`src/rtl/vga_timing_gen.sv`:
```
`timescale 1ns/1ps
// 640x480@60 raster generator: pixel divider, h/v counters, registered syncs
// and active-video flag, plus line/frame end strobes for blanking-time updates.
module vga_timing_gen #(
  parameter int CLK_DIV  = 4,
  parameter int H_ACTIVE = 640,
  parameter int H_FP     = 16,
  parameter int H_SYNC   = 96,
  parameter int H_BP     = 48,
  parameter int V_ACTIVE = 480,
  parameter int V_FP     = 10,
  parameter int V_SYNC   = 2,
  parameter int V_BP     = 33,
  parameter bit SYNC_POL = 1'b0
) (
  input  logic       clk,
  input  logic       rst,
  output logic [9:0] x,
  output logic [9:0] y,
  output logic       hsync,
  output logic       vsync,
  output logic       video_on,
  output logic       pix_tick,
  output logic       line_end,
  output logic       frame_end
);

  localparam int H_TOTAL = H_ACTIVE + H_FP + H_SYNC + H_BP;
  localparam int V_TOTAL = V_ACTIVE + V_FP + V_SYNC + V_BP;
  localparam int DW      = (CLK_DIV > 1) ? $clog2(CLK_DIV) : 1;

  localparam logic [DW-1:0] DMAX = DW'(CLK_DIV - 1);
  localparam logic [9:0]    HMAX = 10'(H_TOTAL - 1);
  localparam logic [9:0]    VMAX = 10'(V_TOTAL - 1);
  // 11-bit bounds so a sync pulse ending exactly at 1024 still compares right
  localparam logic [10:0]   HS_B = 11'(H_ACTIVE + H_FP);
  localparam logic [10:0]   HS_E = 11'(H_ACTIVE + H_FP + H_SYNC);
  localparam logic [10:0]   VS_B = 11'(V_ACTIVE + V_FP);
  localparam logic [10:0]   VS_E = 11'(V_ACTIVE + V_FP + V_SYNC);
  localparam logic [10:0]   HA   = 11'(H_ACTIVE);
  localparam logic [10:0]   VA   = 11'(V_ACTIVE);

  logic [DW-1:0] div;
  logic [9:0]    hcnt, vcnt;
  logic [9:0]    h_nxt, v_nxt;
  logic          h_wrap, v_wrap;
  logic          hs_nxt, vs_nxt, vo_nxt;

  assign pix_tick  = (div == DMAX);
  assign x         = hcnt;
  assign y         = vcnt;
  assign line_end  = pix_tick && h_wrap;
  assign frame_end = line_end && v_wrap;

  // Sync/active flags are computed from the counter values about to be loaded,
  // so the registered outputs always agree with the registered x/y.
  always_comb begin
    h_wrap = (hcnt == HMAX);
    v_wrap = (vcnt == VMAX);
    h_nxt  = h_wrap ? '0 : hcnt + 10'd1;
    v_nxt  = vcnt;
    if (h_wrap) v_nxt = v_wrap ? '0 : vcnt + 10'd1;
    hs_nxt = ({1'b0, h_nxt} >= HS_B) && ({1'b0, h_nxt} < HS_E);
    vs_nxt = ({1'b0, v_nxt} >= VS_B) && ({1'b0, v_nxt} < VS_E);
    vo_nxt = ({1'b0, h_nxt} < HA) && ({1'b0, v_nxt} < VA);
  end

  always_ff @(posedge clk or posedge rst) begin
    if (rst) begin
      div      <= '0;
      hcnt     <= '0;
      vcnt     <= '0;
      hsync    <= ~SYNC_POL;
      vsync    <= ~SYNC_POL;
      video_on <= 1'b1;
    end else begin
      div <= pix_tick ? '0 : div + 1'b1;
      if (pix_tick) begin
        hcnt     <= h_nxt;
        vcnt     <= v_nxt;
        hsync    <= hs_nxt ? SYNC_POL : ~SYNC_POL;
        vsync    <= vs_nxt ? SYNC_POL : ~SYNC_POL;
        video_on <= vo_nxt;
      end
    end
  end

endmodule

```
`config.mk`:
```
export PLATFORM = sky130hd
export DESIGN_NAME = vga_timing_gen
export DESIGN_NICKNAME = d
export VERILOG_FILES = /design/src/rtl/vga_timing_gen.sv
export SDC_FILE = /design/constraint.sdc
export NUM_CORES = 1
export LEC_CHECK = 0
export CORE_MARGIN = 2
export CORE_UTILIZATION = 42
export DETAILED_ROUTE_END_ITERATION = 10
export DONT_BUFFER_PORTS = 1
export GPL_TIMING_DRIVEN = 0
export PLACE_DENSITY_LB_ADDON = 0.25
export REMOVE_ABC_BUFFERS = 1
export SLEW_MARGIN = 25
export SYNTH_ARGS = -nofsm -noshare
export SYNTH_HDL_FRONTEND = slang
export SYNTH_SLANG_ARGS = --single-unit
export TNS_END_PERCENT = 1
```
`constraint.sdc`:
```
create_clock -name clk -period 2.7 [get_ports clk]
set_input_delay 0.405 -clock clk [delete_from_list [all_inputs] [get_ports clk]]
set_output_delay 0.405 -clock clk [all_outputs]
set_load 0.02 [all_outputs]
```
# [Word level (Yosys, flattened, before mapping)]
# Cells that the tools add are included.
[op_classes] add_sub_neg=3 order_cmp=6 eq_ne=3 n_mux=6 n_reduce_logical=5
[op_table] cell="$mux W10" count=3
[op_table] cell="$add A10 B1 Y10 const B" count=2
[op_table] cell="$eq A10 B10 Y1 const B" count=2
[op_table] cell="$lt A10 B10 Y1 const B" count=2
[op_table] cell="$lt A10 B9 Y1 const B" count=2
[op_table] cell="$ge A10 B10 Y1 const B" count=1
[op_table] cell="$ge A10 B9 Y1 const B" count=1
[op_table] cell="$logic_and A1 B1 Y1" count=5
[op_table] cell="$add A2 B1 Y2 const B" count=1
[op_table] cell="$eq A2 B2 Y1 const B" count=1
[op_table] cell="$mux W1" count=2
[op_table] cell="$mux W2" count=1
[word_totals] ff_bits=25 input_bits=2 output_inout_bits=26 elab_cells=29

# [Depth between registers and ports, before layout]
# Gate-level depths: netlist of the first run.
[depth] ltp_word=6 depth_mapped=9 depth_no_buf=8

# [Worst setup path after synthesis of the first run]
# OpenSTA, ideal clock, no wires.
[synth_path] kind="register -> register" start="reg hcnt[5], in the netlist x[5]" end="reg vcnt[4], in the netlist y[4]" setup_time_ps=79 arrival_ps=2145 setup_slack_ps=476 stages_incl_launch_ff=10 period_less_slack_ps=2224 cell_sequence="dfrtp_1 clkbuf_1 nor3_1 and3b_1 buf_2 nand2_1 inv_1 nand2_1 nor2_1 mux2i_1"
[synth_via] elab_chain_len=2
[synth_rtl] item="start, declared" line="44" rtl="logic [9:0] hcnt, vcnt;"
[synth_rtl] item="start signal, assigned" line="79" rtl="hcnt <= h_nxt;"
[synth_rtl] item="$eq A10 B10 Y1" line="58" rtl="h_wrap = (hcnt == HMAX);"
[synth_rtl] item="$mux W10" line="62" rtl="if (h_wrap) v_nxt = v_wrap ? '0 : vcnt + 10'd1;"
[synth_rtl] item="end signal, assigned" line="80" rtl="vcnt <= v_nxt;"
[synth_rtl] item="end, declared" line="44"
# No other way between the ends.
# A chain may end at the register's enable or synchronous reset.

# [Worst setup path after layout of the first run]
[layout_path] start="reg vcnt[5], in the netlist y[5]" end="out frame_end"
[layout_via] elab_chain_len=2
[layout_rtl] item="$eq A10 B10 Y1" line="59" rtl="v_wrap = (vcnt == VMAX);"
[layout_rtl] item="$logic_and A1 B1 Y1" line="53" rtl="assign frame_end = line_end && v_wrap;"
[layout_rtl] item="end, declared" line="25" rtl="output logic frame_end"
# No other way between the ends.

==> results of run 1 <==
==> cells in the mapped netlist, types with 3 or more instances <==
cell type	number	share of area
nor3_1	6	0.020
and3_1	6	0.024
xnor2_1	7	0.040
nand3_1	10	0.033
a21oi_1	6	0.020
o21ai_0	15	0.049
nor2_1	10	0.024
nand4_1	5	0.020
ha_1	5	0.041
inv_1	8	0.020
clkbuf_1	8	0.020
dfrtp_1	22	0.36
dfstp_2	3	0.051
nand2_1	19	0.046
mux2_2	3	0.022
==> sequential cells by signal, summed over array words and instances (netlist names) <==
signal	flops
vsync	1
hsync	1
div	2
y	10
x	10
video_on	1
==> repair_timing <==
item,in CTS,in global routing
hold buffers,0,1
setup endpoints to repair,3,3
pin swaps,1,0
setup buffers,0,3
hold endpoints to repair,0,6
resized for setup,2,3
==> metrics by stage <==
| step | TNS [ns] | setup slack (ns) | instance area, sq um | std cells |
|---|---|---|---|---|
| final | 0 | 0.07275 | 1653 | 218 |
| after global routing | -0.01568 | -0.01568 | 1653 | 218 |
| after CTS | 0 | 0.006770 | 1583 | 213 |
| after detailed placement | -0.001214 | -0.001214 | 1551 | 209 |
| after global placement | 0 | 0.03841 | 1551 | 209 |
| after floorplan | 0 | 0.4814 | 1494 | 163 |
==> cells in the final DEF, fill, tap and decap left out, types with 4 or more instances in the layout <==
cell type,Yosys,final
ha_1,5,4
nor3_1,6,5
and3_1,6,6
nand2_1,19,19
inv_1,8,6
dfrtp_1,22,20
a21oi_1,6,6
nand3_1,10,10
nand4_1,5,5
o21ai_0,15,15
xnor2_1,7,7
nor2_1,10,10
==> routing by layer <==
layer / wire, microns / global-route usage / up-vias / share of wire
li1: - / - / 620 / -
met1: 1550 / 0.2553 / 617 / 0.47
met2: 1496 / 0.2448 / 37 / 0.46
met3: 175 / 0.03646 / 8 / 0.054
met4: 44 / 0.06117 / 0 / 0.013
met5: 0 / 0 / - / 0
==> power breakdown <==
group	leakage, nW	internal (mW)	switching [mW]	total (mW)
combinational	0.290	0.00508	0.00817	0.0133
sequential	0.321	0.375	0	0.375
clock	0.0139	0.0567	0.122	0.179
total	0.625	0.437	0.130	0.567
==> logic make-up (layout without fill, tap and decap cells) <==
logic type	after synthesis	count (layout)	share of synthesized area
adders and majority gates	5	5	0.04078
xor gates and xnor gates	8	8	0.04568
DFF	25	25	0.4103
and+or+nand+nor	71	71	0.2496
buffers and inverters	18	17	0.04568
muxes	5	5	0.03507
AOI/OAI and AO/OA	41	41	0.1729
==> area by class of cell <==
class	count	area, sq um
flip-flops and latches	25	631.9
well taps	46	57.56
repair buffers	5	60.06
clock inverters	1	7.507
fillers	349	1763
inverters	8	30.03
clock buffers	3	22.52
multi-input cells	130	843.3
==> worst max path at each step <==
stage          from        end  slack, ns
2_1_floorplan  x[0]       y[4]       0.48
3_3_place_gp   x[0]       y[4]       0.04
3_5_place_dp   x[0]       y[4]     -0.001
4_1_cts        x[0]   line_end      0.007
5_1_grt        y[5]  frame_end      -0.02
6_report       y[5]  frame_end       0.07
==> summary.txt, run 1 <==
Synth
  – Synth warn: 0
  – Ys async rst share: 1.000
  – Synth unique cells: 45
  – Post-synthesis sequential area ratio: 0.4103
  – Ys flop type: dfrtp_1
  – Mapped Area: 1534 sq um
  – EDFF count, synth: 0
  – Mapped Cells: about 170
  – Seq cells post-synth: 25
  – Avg Inst Size Synth: roughly 8.9 sq um

Die
  – Row count: 21
  – Core outline area: approximately 3400 sq um
  – Initial Utilization: 0.4491
  – # IOs: 28
  – Die area: around 4200 sq um
  – Die height: 64.44 microns
  – DIE WIDTH: 64.44 microns

Routing
  – DR vias: ~1300
  – Iteration-0 DRC Markers: 39
  – Avg WL per Cell: around 15 microns
  – WL final: 3.266 mm
  – DR pass1 iterations: 4
  – Antenna-violating nets left: 0
  – DRC viols: 0
  – Drt via density: a little under 6

Global routing
  – First-pass GRT wire length: roughly 5.6 mm
  – Largest net degree at the start of global routing: 26
  – Gr usage total: 0.1716
  – Congestion Overflow GR: 0
  – Vias in the first global route: approximately 1100
  – Antenna violations before repair: 0

Pwr
  – Leak: ~0.63 nW
  – Design Power: about 570 uW
  – Worst-case vdd ir drop: about 0.23 mV
  – PD cells: approximately 340 nW/um^2

Status
  – Outcome: complete, no violations

Timing
  – Setup-failing EPs final: 0
  – Layout Skew: 0.008850 ns
  – Unrepaired setup endpoints after global routing: true
  – Final min period: 2.627 ns
  – Crit share post-route: 0.9731
  – Peak Freq: approximately 380 MHz
  – Max-slew violation count: 0
  – WHS: 0.4322 ns
  – Hold Violations, Final: 0
  – Pin slew with the least headroom to its limit: approximately 0.56 ns
  – Rel. slew slack: 0.6295

Worst setup path
  – Worst r2r dst: vsync
  – Flop2flop setup slack: ~0.29 ns
  – Critical Path End Type: primary output
  – CP peak stage delay: 0.61 ns
  – WS Path Type: flip-flop to primary output
  – Critical path startpoint category: flip-flop
  – Critical path depth: 3
  – FF-to-FF path depth: 8
  – Cells along the critical path: or4_4 -> nor4_4 -> and3_1
  – Slowest library cell on the worst path: or4_4
  – Req. time, crit path: 2.30 ns
  – Worst EP arrival: 2.22 ns
  – Reg2reg start: x[0]
  – CP delay by family, top: simple AND/OR/NAND/NOR gates
  – CP Max Fanout: 8
  – Crit path buffers/inverters: 0

Clock tree
  – CTS tree: done
  – Clock-pin slew on the worst setup and hold paths: 0.14 ns
  – CTS HTree Levels: 1
  – Sink Count: 25
  – Clk Latency, worst-skew pair: 0.33 ns
  – Max Buffers Root-to-Sink: 2
  – CTS buffer count: 3
  – CTS root buffer: clkbuf_4

Placement
  – I/O Buffers: 0
  – HPWL after DPL: between 2 and 2.5 mm
  – Gpl congestion: around 0.8

Finish
  – Antenna diode count: 0
  – Area delta synth->final: 7.749%
  – NumNets Final: 180
  – Share of layout cells above drive strength 1: 0.1453
  – Post-route core utilization: 0.4839

Job
  – Total of max-cap violations: 0

Hold path
  – Hold crit path type: input port to asynchronous set/reset pin
Note: power is estimated with default switching activity, not from simulation.
==> inputs of run 2 (changes only) <==
--- a/config.mk
+++ b/config.mk
@@ -6,12 +6,13 @@
 export NUM_CORES = 1
 export LEC_CHECK = 0
 export CORE_MARGIN = 2
-export CORE_UTILIZATION = 42
+export CORE_UTILIZATION = 35
 export DETAILED_ROUTE_END_ITERATION = 10
 export DONT_BUFFER_PORTS = 1
 export GPL_TIMING_DRIVEN = 0
 export PLACE_DENSITY_LB_ADDON = 0.25
 export REMOVE_ABC_BUFFERS = 1
+export SETUP_SLACK_MARGIN = 0.1
 export SLEW_MARGIN = 25
 export SYNTH_ARGS = -nofsm -noshare
 export SYNTH_HDL_FRONTEND = slang
==> run 2 against run 1 <==
Effect of this change:
- combinational power fell by 45%
- power rose by 8.4%
- worst setup slack improved by 0.16 ns
- clock power rose by 30%
- maximum frequency rose by 6.7%
- final area fell by 1.7%
- utilization fell by 11 points
- global-route usage fell by 2.6 points
- critical path depth rose by 2
- cell count rose by 0.92%
- non-clock buffer count fell by 4
- critical path type unchanged
- largest cell class unchanged
==> summary.txt, run 2 (same netlist as run 1, synthesis figures left out) <==
Timing
  – Max-slew violation count: 0 (unchanged)
  – Rel. slew slack: 0.6236 (-0.005934)
  – Final min period: 2.463 ns (-0.1641 ns)
  – Unrepaired setup endpoints after global routing: true
  – Setup-failing EPs final: 0 (unchanged)
  – Peak Freq: 406.0 MHz (+6.7%)
  – Setup TNS: 0 ns (unchanged)
  – Crit share post-route: 0.9123 (-0.06077)
  – Layout Skew: 0.003946 ns (-0.004904 ns)
  – Pin slew with the least headroom to its limit: 0.5647 ns (+0.008900 ns)
  – Hold Violations, Final: 0 (unchanged)
  – Post-route setup slack: 0.2368 ns (+0.1641 ns)

Placement
  – Gpl congestion: 0.8436 (+5.7%)
  – I/O Buffers: 0 (unchanged)
  – DP Area: 1559 sq um (+0.48%)
  – HPWL after DPL: 2.412 mm (+6.5%)
  – Place WS: -0.02789 ns (-0.02668 ns)
  – Inst Count DP: 215 (+2.9%)

Die
  – Die area: 4928 sq um (+19%)
  – DIE WIDTH: 70.20 microns (+8.9%)
  – Initial Utilization: 0.3572 (-0.09186)
  – Row count: 24 (+14%)
  – # IOs: 28 (unchanged)
  – Die height: 70.20 microns (+8.9%)
  – Core outline area: 4294 sq um (+26%)

Job
  – Total of max-cap violations: 0 (unchanged)

Global routing
  – Largest net degree at the start of global routing: 26 (unchanged)
  – First-pass GRT wire length: 5.782 mm (+2.4%)
  – GR Util met1: 0.1817 (-0.07354)
  – Met2 Use GR: 0.2423 (-0.002464)
  – Antenna violations before repair: 0 (unchanged)
  – Vias in the first global route: 1246 (+12%)
  – Met3 Usage GRT: 0.03752 (+0.001060)
  – Gr usage total: 0.1452 (-0.02631)
  – GR peak layer: met2
  – Congestion Overflow GR: 0 (unchanged)

Worst setup path
  – Worst EP arrival: 2.06 ns (-0.16 ns)
  – FF-to-FF path depth: 8 (unchanged)
  – Req. time, crit path: 2.30 ns (about the same)
  – CP Launch Point: x[0]
  – CP Max Fanout: 13 (+5)
  – CP peak stage delay: 0.48 ns (-0.13 ns)
  – WS Path Type: flip-flop to primary output
  – Slowest library cell on the worst path: dfrtp_2
  – Crit path buffers/inverters: 1 (+1)
  – Worst r2r dst: y[4]
  – Cells along the critical path: ha_1 -> nand4_1 -> and3b_2 -> nand2_1 -> inv_2
  – Critical path startpoint category: flip-flop
  – Critical Path End Type: primary output
  – CP delay by family, top: simple AND/OR/NAND/NOR gates
  – Flop2flop setup slack: 0.37 ns (+0.08 ns)
  – Reg2reg start: x[0]

Routing
  – DR pass1 iterations: 6 (+2)
  – WL final: 3.387 mm (+3.7%)
  – Antenna-violating nets left: 0 (unchanged)
  – DR vias: 1249 (-2.6%)
  – Drt via density: 5.677 (-3.5%)
  – Iteration-0 DRC Markers: 49 (+26%)
  – DRC viols: 0 (unchanged)
  – Avg WL per Cell: 15.40 microns (+2.8%)

Clock tree
  – CTS root buffer: clkbuf_8
  – Clock-pin slew on the worst setup and hold paths: 0.09 ns (-0.05 ns)
  – Hold-fix buffer count after cts: 0 (unchanged)
  – CTS buffer count: 3 (unchanged)
  – Sink Count: 25 (unchanged)
  – CTS tree: done
  – Max Buffers Root-to-Sink: 2 (unchanged)
  – CTS HTree Levels: 1 (unchanged)
  – Clk Latency, worst-skew pair: 0.27 ns (-0.06 ns)

Finish
  – Leading cell types in the layout, fill and taps excluded: dfrtp_1, nand2_1, o21ai_0, nand3_1, nor2_1
  – NumNets Final: 176 (-2.2%)
  – Cell area after layout: 1624 sq um (-1.7%)
  – Most common cell after layout, fill and taps aside: dfrtp_1
  – Post-route core utilization: 0.3782 (-0.1057)
  – Antenna diode count: 0 (unchanged)
  – Share of layout cells above drive strength 1: 0.1369 (-0.008444)
  – Post-Layout Cell Count: 220 (+0.92%)
  – Area delta synth->final: 5.873%

Status
  – Outcome: complete, no violations

Pwr
  – Worst-case vdd ir drop: 0.1565 mV (-32%)
  – PD cells: 378.2 nW/um^2 (+10%)
  – Leak: 0.6116 nW (-2.2%)

Hold path
  – Hold crit path type: input port to asynchronous set/reset pin
## run 2: cell types whose count changed in the layout (fill, tap and decap cells not counted)
cell,previous run,this run
buf_16,1,0
clkinvlp_4,1,0
dlygate4sd3_1,1,0
buf_4,3,1
clkbuf_4,3,0
clkinv_2,0,1
clkinv_1,1,0
clkbuf_8,0,3
inv_2,1,2
## run 2: through the flow
stage / hold slack [ns] / power [mW]
after CTS: 0.2996 / 0.6236
final: 0.05013 / 0.6143
after global placement: 0.4139 / 0.3896
after detailed placement: 0.4254 / 0.3898
after floorplan: 0.4031 / 0.3871
after global routing: 0.1003 / 0.6372
## run 2: power breakdown
group / leakage [nW] / internal [mW] / switching [mW]
sequential: 0.321 / 0.374 / 0
clock: 0.0255 / 0.103 / 0.129
combinational: 0.265 / 0.000170 / 0.00718
total: 0.612 / 0.478 / 0.136
## run 2: area by class of cell
cell class / count / area (sq um)
Timing Repair Buffer: 1 / 7.507
Inverter: 8 / 30.03
Clock buffer: 3 / 41.29
Tap cell: 52 / 65.06
Multi-Input combinational cell: 130 / 843.3
Fill cell: 433 / 2670
Sequential cell: 25 / 631.9
Clock inverter: 1 / 5.005
## run 2: how the worst max path moves through the flow
stage,to,slack [ns],cells after the start
finish,line_end,0.24,5
global route,line_end,0.06,4
CTS,line_end,0.05,5
detailed placement,y[4],-0.03,8
global placement,y[4],0.06,8
floorplan,y[4],0.48,8
## run 2: metal layers
layer  part of all wire  wire, microns  up-vias
li1                   -              -      616
met1               0.45           1524      611
met2               0.50           1696       20
met3              0.041            140        2
met4             0.0074             25        0
met5                  0              0        -
## run 2: what timing repair did
item                       in CTS  in global routing
setup endpoints to repair       5                  6
pin swaps                       1                  1
hold endpoints to repair        0                  0
gates resized for setup         2                  4
setup buffers                   0                  1
==> inputs of run 3 (changes only) <==
--- a/config.mk
+++ b/config.mk
@@ -7,6 +7,7 @@
 export LEC_CHECK = 0
 export CORE_MARGIN = 2
 export CORE_UTILIZATION = 35
+export CTS_CLUSTER_SIZE = 40
 export DETAILED_ROUTE_END_ITERATION = 10
 export DONT_BUFFER_PORTS = 1
 export GPL_TIMING_DRIVEN = 0
==> results of run 3 <==
Final layout, timing and power as in run 2 (identical DEF).
